## config.mk

```make
export PLATFORM = sky130hd
export DESIGN_NAME = pix_rd_arbiter
export DESIGN_NICKNAME = d
export VERILOG_FILES = /design/src/rtl/pix_rd_arbiter_pkg.sv /design/src/rtl/pix_rd_arbiter_address_translator.sv /design/src/rtl/pix_rd_arbiter.sv
export SDC_FILE = /design/constraint.sdc
export NUM_CORES = 1
export LEC_CHECK = 0
export CAP_MARGIN = 10
export CORE_ASPECT_RATIO = 0.8
export CORE_MARGIN = 2
export CORE_UTILIZATION = 38
export CTS_CLUSTER_DIAMETER = 150
export DETAILED_ROUTE_END_ITERATION = 16
export PLACE_DENSITY = 0.78
export SYNTH_ARGS = -nofsm -noshare
export SYNTH_HDL_FRONTEND = slang
export SYNTH_SLANG_ARGS = --single-unit
```

## constraint.sdc

```tcl
create_clock -name clk -period 6.2 [get_ports clk]
set_input_delay 0.62 -clock clk [delete_from_list [all_inputs] [get_ports clk]]
set_output_delay 0.62 -clock clk [all_outputs]
set_load 0.005 [all_outputs]
```

## src/rtl/pix_rd_arbiter_pkg.sv

```systemverilog
// -----------------------------------------------------------------------------
// pix_rd_arbiter_pkg
// Shared constants and types for the pixel read arbiter and its address
// translator: default requester count, image geometry, coordinate/address/pixel
// widths, requester index names and the arbiter FSM state encoding.
// -----------------------------------------------------------------------------
package pix_rd_arbiter_pkg;

    localparam int NREQ_DEF  = 3;
    localparam int IMG_W_DEF = 60;
    localparam int COORD_W   = 6;
    localparam int ADDR_W    = 12;
    localparam int PIX_W     = 3;

    // Requester slots on the shared image RAM.
    localparam int REQ_TB_MAPPER = 0;
    localparam int REQ_R_FINDER  = 1;
    localparam int REQ_L_FINDER  = 2;

    typedef enum logic [0:0] {
        ST_IDLE = 1'b0,
        ST_RD   = 1'b1
    } arbState_t;

    // Width of a round-robin pointer; kept at least one bit wide.
    function automatic int ptrWidth(input int n);
        return (n > 1) ? $clog2(n) : 1;
    endfunction

endpackage

```

## src/rtl/pix_rd_arbiter_address_translator.sv

```systemverilog
// -----------------------------------------------------------------------------
// address_translator
// Maps an (x, y) pixel coordinate to a linear RAM address y*IMG_W + x.
// The multiply by the constant IMG_W is unrolled into shifted copies of y,
// one per set bit of IMG_W, so no multiplier is inferred.
//
// Ports:
//   x    in  COORD_W  column
//   y    in  COORD_W  row
//   addr out ADDR_W   linear address (unchecked, wraps modulo 2**ADDR_W)
// -----------------------------------------------------------------------------
module address_translator
    import pix_rd_arbiter_pkg::*;
#(
    parameter int IMG_W = IMG_W_DEF
) (
    input  logic [COORD_W-1:0] x,
    input  logic [COORD_W-1:0] y,
    output logic [ADDR_W-1:0]  addr
);

    localparam logic [ADDR_W-1:0] W_BITS = ADDR_W'(IMG_W);

    logic [ADDR_W-1:0] yExt;

    assign yExt = ADDR_W'(y);

    always_comb begin
        addr = ADDR_W'(x);
        for (int k = 0; k < ADDR_W; k++) begin
            if (W_BITS[k]) begin
                addr = addr + (yExt << k);
            end
        end
    end

endmodule

```

## src/rtl/pix_rd_arbiter.sv

```systemverilog
// -----------------------------------------------------------------------------
// pix_rd_arbiter
// Round-robin arbiter giving NREQ requesters single-cycle access to a shared
// read-only image RAM. A grant is combinational in the cycle the request is
// accepted; the RAM answers one cycle later and the data is returned with a
// one-hot rvalid. Grants may issue every cycle.
//
// Optional feature (macro PIX_ARB_BOUNDS_CHK_EN): coordinate bounds checking.
// When defined, an out-of-range coordinate yields ram_addr=0 and a returned
// pixel of 0 flagged on the err output.
//
// Ports:
//   clk       in   clock
//   reset     in   synchronous active-high reset
//   req       in   NREQ       read requests, held until granted
//   x_in      in   NREQ*6     packed x coordinates, requester i at [6i+5:6i]
//   y_in      in   NREQ*6     packed y coordinates
//   freeze    in   blocks new grants
//   gnt       out  NREQ       one-hot grant (combinational)
//   rvalid    out  NREQ       one-hot read-data valid
//   rdata     out  3          pixel value
//   ram_addr  out  12         RAM read address
//   ram_q     in   3          RAM data, one cycle after ram_addr
//   busy      out  read in flight
//   err       out  NREQ       out-of-range flag (PIX_ARB_BOUNDS_CHK_EN only)
//
// state   | meaning
// --------+------------------------------------------------------------
// ST_IDLE | no read in flight; rvalid low
// ST_RD   | a read was granted last cycle; rvalid/rdata present this cycle
// -----------------------------------------------------------------------------
module pix_rd_arbiter
    import pix_rd_arbiter_pkg::*;
#(
    parameter int NREQ  = NREQ_DEF,
    parameter int IMG_W = IMG_W_DEF
) (
    input  logic                    clk,
    input  logic                    reset,
    input  logic [NREQ-1:0]         req,
    input  logic [NREQ*COORD_W-1:0] x_in,
    input  logic [NREQ*COORD_W-1:0] y_in,
    input  logic                    freeze,
    output logic [NREQ-1:0]         gnt,
    output logic [NREQ-1:0]         rvalid,
    output logic [PIX_W-1:0]        rdata,
    output logic [ADDR_W-1:0]       ram_addr,
    input  logic [PIX_W-1:0]        ram_q,
`ifdef PIX_ARB_BOUNDS_CHK_EN
    output logic [NREQ-1:0]         err,
`endif
    output logic                    busy
);

    localparam int PTR_W = ptrWidth(NREQ);

    arbState_t         state, nextState;
    logic [PTR_W-1:0]  rrPtr, nextPtr;
    logic [PTR_W-1:0]  pickIdx, cand;
    logic              found;
    logic              anyGnt;
    logic [NREQ-1:0]   rdMask;
    logic [COORD_W-1:0] selX, selY;
    logic [ADDR_W-1:0] xlatAddr;
    logic              oob;
    logic              oobQ;

    // Round-robin search starting at rrPtr.
    always_comb begin
        pickIdx = '0;
        cand    = '0;
        found   = 1'b0;
        for (int k = 0; k < NREQ; k++) begin
            cand = PTR_W'((int'(rrPtr) + k) % NREQ);
            if (!found && req[cand]) begin
                found   = 1'b1;
                pickIdx = cand;
            end
        end
    end

    // Reset gates the grant combinationally so nothing is issued in the
    // cycle the reset is applied.
    assign anyGnt = found && !freeze && !reset;

    always_comb begin
        gnt = '0;
        if (anyGnt) begin
            gnt[pickIdx] = 1'b1;
        end
    end

    assign nextPtr = (int'(pickIdx) == NREQ - 1) ? '0 : pickIdx + 1'b1;

    always_comb begin
        selX = '0;
        selY = '0;
        for (int k = 0; k < NREQ; k++) begin
            if (pickIdx == PTR_W'(k)) begin
                selX = x_in[k*COORD_W +: COORD_W];
                selY = y_in[k*COORD_W +: COORD_W];
            end
        end
    end

    address_translator #(
        .IMG_W (IMG_W)
    ) uXlat (
        .x    (selX),
        .y    (selY),
        .addr (xlatAddr)
    );

`ifdef PIX_ARB_BOUNDS_CHK_EN
    localparam logic [COORD_W:0] IMG_W_C = (COORD_W + 1)'(IMG_W);
    assign oob = ({1'b0, selX} >= IMG_W_C) || ({1'b0, selY} >= IMG_W_C);
`else
    assign oob = 1'b0;
`endif

    always_comb begin
        ram_addr = '0;
        if (anyGnt && !oob) begin
            ram_addr = xlatAddr;
        end
    end

    always_comb begin
        nextState = state;
        case (state)
            ST_IDLE: if (anyGnt)  nextState = ST_RD;
            ST_RD:   if (!anyGnt) nextState = ST_IDLE;
            default: nextState = ST_IDLE;
        endcase
    end

    always_ff @(posedge clk) begin
        if (reset) begin
            state  <= ST_IDLE;
            rrPtr  <= '0;
            rdMask <= '0;
            oobQ   <= 1'b0;
        end else begin
            state  <= nextState;
            rdMask <= gnt;
            oobQ   <= anyGnt && oob;
            if (anyGnt) begin
                rrPtr <= nextPtr;
            end
        end
    end

    // A reset arriving while a read is in flight drops its result.
    always_comb begin
        rvalid = '0;
        if (state == ST_RD && !reset) begin
            rvalid = rdMask;
        end
    end

    always_comb begin
        rdata = '0;
        if ((|rvalid) && !oobQ) begin
            rdata = ram_q;
        end
    end

`ifdef PIX_ARB_BOUNDS_CHK_EN
    assign err = oobQ ? rvalid : '0;
`endif

    assign busy = (state == ST_RD);

endmodule

```

---- Yosys cells after proc, flatten, opt, wreduce, memory -nomap -nowiden ----
Cells that the tools add are included.
storage, ports and cells
  output and inout bits ................... 22
  bits in registers ....................... 6
  bits of input ports ..................... 45
  word-level logic and storage cells ...... 59
cells by class
  reductions and logical operators ........ 12
  divide/modulo/power cells ............... 3
  add/sub/neg operators ................... 7
  order comparisons ....................... 5
  equality and inequality tests ........... 3
  multiplexer cells ....................... 26
operators with widths
  kind                     count
  $mod A32 B3 Y32 const B  2
  $mux W6                  6
  $mod A3 B3 Y32 const B   1
  $add A12 B10 Y12         1
  $add A12 B11 Y12         1
  $add A12 B9 Y12          1
  $lt A2 B3 Y1 const B     4
  $mux W12                 1
  $add A6 B8 Y9            1
  $mux W3                  3
  $mux W1                  8
  $mux W2                  4
  $bmux W1 S2              3
  $logic_and A1 B1 Y1      6
  $eq A2 B2 Y1 const B     2
  $logic_not A1 Y1         4
  $add A2 B1 Y3 const B    1
  $add A2 B2 Y3 const B    1
  $reduce_or A3 Y1         1
  $add A2 B1 Y2 const B    1
  $demux W1 S2             1
  $eq A2 B1 Y1 const B     1
  $ge A2 B1 Y1 const B     1
  $logic_not A2 Y1         1

---- Logic depth before layout (Yosys ltp) ----
Gate-level depths: netlist (run 1).
  depth in word-level cells ............... 19
  mapped depth ............................ 25
  mapped depth without buffers ............ 25

---- By module ----
Synthesis (run 1) repeated with hierarchy kept, for this count alone.
unflattened totals
  cells, all modules ...................... 216
  area, all modules ....................... 1,665.3 um^2
modules (own cells, without submodules)
  module              cells an instance  times used  sequential area each (um^2)  area each (um^2)
  address_translator  94                 1           0.0                          839.6
  pix_rd_arbiter      122                1           120.1                        825.8

---- Worst setup path after synthesis (run 1) ----
OpenSTA, ideal clock, no wires.
  kind .................................... flip-flop to output port
  start ................................... register rrPtr[0]
  end ..................................... output port ram_addr[11]
  stages on the path, launching flop included .. 24
  data arrival time ....................... 5.344 ns
  slack ................................... 0.236 ns
  buffers on the path ..................... 1
  required time ........................... 5.580 ns
  cells stage by stage .................... dfxtp_1 inv_1 ha_1 nor2b_1 o21ai_2 a32oi_4 buf_4 mux2i_1 o21ai_0 ha_1 fa_1 a21o_1 a21oi_1 xor2_1 fa_1 inv_1 fa_1 fa_1 nor2b_1 o21ai_0 a21oi_1 o21ai_0 nor3b_1 nor3_1
between the ends
  longest elaborated chain between the ends .. 19
  elaborated cells between the ends (all ways) .. 37
  those cells by class .................... add/sub: 6; div: 3; eq/ne: 2; mux: 19; reduce/logical: 7
ends and longest elaborated chain
  what                                                                      line                   text
  from (decl)                                                               pix_rd_arbiter.sv:58   logic [PTR_W-1:0] rrPtr, nextPtr;
  from (signal assigned)                                                    pix_rd_arbiter.sv:148  rrPtr <= nextPtr;
  parallel branches: the longest is 18 deep, another holds $mod A32 B3 Y32  --
  $mux W12 (*)                                                              pix_rd_arbiter.sv:123  if (anyGnt && !oob) begin
  to (decl)                                                                 pix_rd_arbiter.sv:47   output logic [ADDR_W-1:0] ram_addr,
Every way passes the cells marked *. The select of a mux whose other input is x is not followed.

---- Final worst setup path (run 1) ----
  start ................................... register rrPtr[0]
  end ..................................... output port ram_addr[10]
The elaborated chain is that of the path after synthesis.

==> results.ini, run 1 <==
[clock_network]
clk_latency_ps=230
cts-htree-levels=1
cts_sinks=6
ctsHoldBuffers=0
cts_made_buffers=3
clockRootBuffer=clkbuf_8
clk_pin_slew_worst_paths_ps=50
cts_tree=done
clockBufferDepth=2

[timing]
grt_setup_unrepaired=true
setup_viol=0
fin_hold_ws_ps=588
period_needed_ps=6080
max_slew_margin_pct=52.7
period_share_pct=98.0
slew_viol_final=0
clock_skew_ps=5.55
fmax_ghz=0.165
hold_viol=0
worst_pin_slew_ps=710

[placement]
io_buffer_count=66
place.gp.congestion=0.832
hpwl_microns=3320

[outcome]
status=complete, no violations

[grt]
track_usage_pct=21.9
grt_max_degree=16
grt_pass1_wl_microns=7270
antenna_found_initial=0
grt_pass1_vias=1696
overflow=0

[logic_synthesis]
synth.avg_cell_area_sq_um=8.02
ys_seq_area_share_pct=8.36
yosys_warnings=0
synth_area_sq_um=1440
synth_most_common_cell=inv_1
ys_top_cells_by_area=ha_1 17%, fa_1 15%, dfxtp_1 8.4%, inv_1 6.8%, nor2b_1 5.7%
synthFlopType=dfxtp_1
yosys.area.top_type=ha_1
yosys.area.top_type_share_pct=16.6
ys_types=38
synthTopCellsByCount=26 x inv_1, 20 x nor2_1, 19 x ha_1
ys_async_sr_fraction_pct=0
synth.net_count=254
syn_inst=179
ys_ff_latch=6
synth_edf_count=0

[final_layout]
syn2layout_area_growth_pct=85.4
fillers=252
n_antenna_cell=0
drive_gt1_share_pct=32.2
nets=366

[route]
drt_iter0_drc=36
drc_errors=0
drt_pre_antenna_iters=4
ant_nets=0
totalWireLength_microns=4490
wl_per_cell_microns=13.5
via_count=1655
avgViaCountPerCell=5.00

[die]
row_count=19
fp.dieW_microns=72.7
pin_count=67
die_h_microns=59.0
start_util_pct=40.8
core_area_sq_um=3520
dieArea_sq_um=4290

[min_path]
min_path_type=reg2reg
hold_path_depth=2

[worst_setup_path]
crit_required_ps=5580
arrival_ps=5460
crit_type=reg2out
reg2reg_depth=8
worstSetupEndpointType=output pin
cp-start-kind=flip-flop
cp_max_fo=5

[flow_run]
drv_cap=0

[path summary, 6_finish.rpt]
check,from,to,slack (ps)
max,rrPtr[0],ram_addr[10],120
min,rrPtr[1],rrPtr[1],590
max reg2reg,rrPtr[1],busy,3860
min reg2reg,rrPtr[1],rrPtr[1],590
[through the flow]
stage / std cells / setup WS (ps) / util (%) / area (sq um) / setup TNS (ps)
final: 331 / 123 / 75.7 / 2660 / 0
after floorplan: 179 / 236 / - / 1440 / 0
after global routing: 331 / -164 / 75.7 / 2660 / -491
after global placement: 313 / -610 / 66.7 / 2350 / -1870
after detailed placement: 313 / -697 / 66.7 / 2350 / -2200
after CTS: 329 / -10.6 / 72.7 / 2560 / -10.6
[cell usage in the layout (no fill, tap or decap), types with 5 or more instances in the layout]
cell and count:
buf_4 42, fa_1 9, inv_2 5, and2_1 10, nor2b_1 12, clkdlybuf4s50_1 58
nand2_1 7, ha_4 7, nor2_1 19, ha_1 11, inv_1 21
[timing repair]
item	in CTS	in global routing
gates cloned	0	0
gates resized for setup	36	37
buffers inserted	13	2
pin swaps	10	31
setup endpoints to repair	6	6
[flip-flops by register name (all words and copies together), names as in the netlist]
| signal | flops |
|---|---|
| busy | 1 |
| rdMask | 3 |
| rrPtr | 2 |
[final cells by class]
type / instances / area [sq um] / share of cell area, %
clock buffers: 3 / 41.3 / 1.55
well taps: 42 / 52.6 / 1.97
repair buffers: 110 / 973 / 36.6
inverters: 27 / 104 / 3.90
multi-input cells: 143 / 1360 / 51.2
flip-flops and latches: 6 / 128 / 4.79
[kinds of logic after synthesis]
group           after synthesis  synth area share [%]
mux                           5                  3.48
flops                         6                  8.36
buf+inv                      30                  8.36
xor+xnor                      6                  3.66
fa+ha+maj                    30                  31.9
simple gates                 70                  26.6
compound gates               32                  17.7
[worst max-delay path: stages (launching register included)]
cell	delay (ps)
dfxtp_4	400
inv_4	60
ha_4	300
inv_2	40
or3b_4	390
a21boi_4	220
nor2b_4	60
a221o_1	360
buf_4	150
fa_2	380
a21o_1	180
a21oi_2	180
xor2_1	100
fa_1	480
inv_1	50
fa_1	580
inv_1	60
ha_1	280
a21o_1	190
a21oi_2	140
o21ai_1	80
a21oi_1	180
xor2_1	160
nor2_1	50
buf_2	150
[routing by layer]
layer	up-vias	track usage, %	part of all wire [%]	routed length [microns]
met3	10	4.59	4.4	199
met2	56	40.3	49	2210
met1	767	26.4	45	2000
met4	0	5.03	1.7	77
met5	-	0	0	0
li1	822	-	-	-
Power of run 1 is not shown: default switching activity piles up to over one toggle a cycle in this logic, so the estimate is an artifact.
==> run 2, diff against run 1 <==
- ABC_CLOCK_PERIOD_IN_PS: default -> 6200
==> results of run 2 <==
Final layout, timing and power as in run 1 (identical DEF).
Power of run 2 is left out for the same reason.
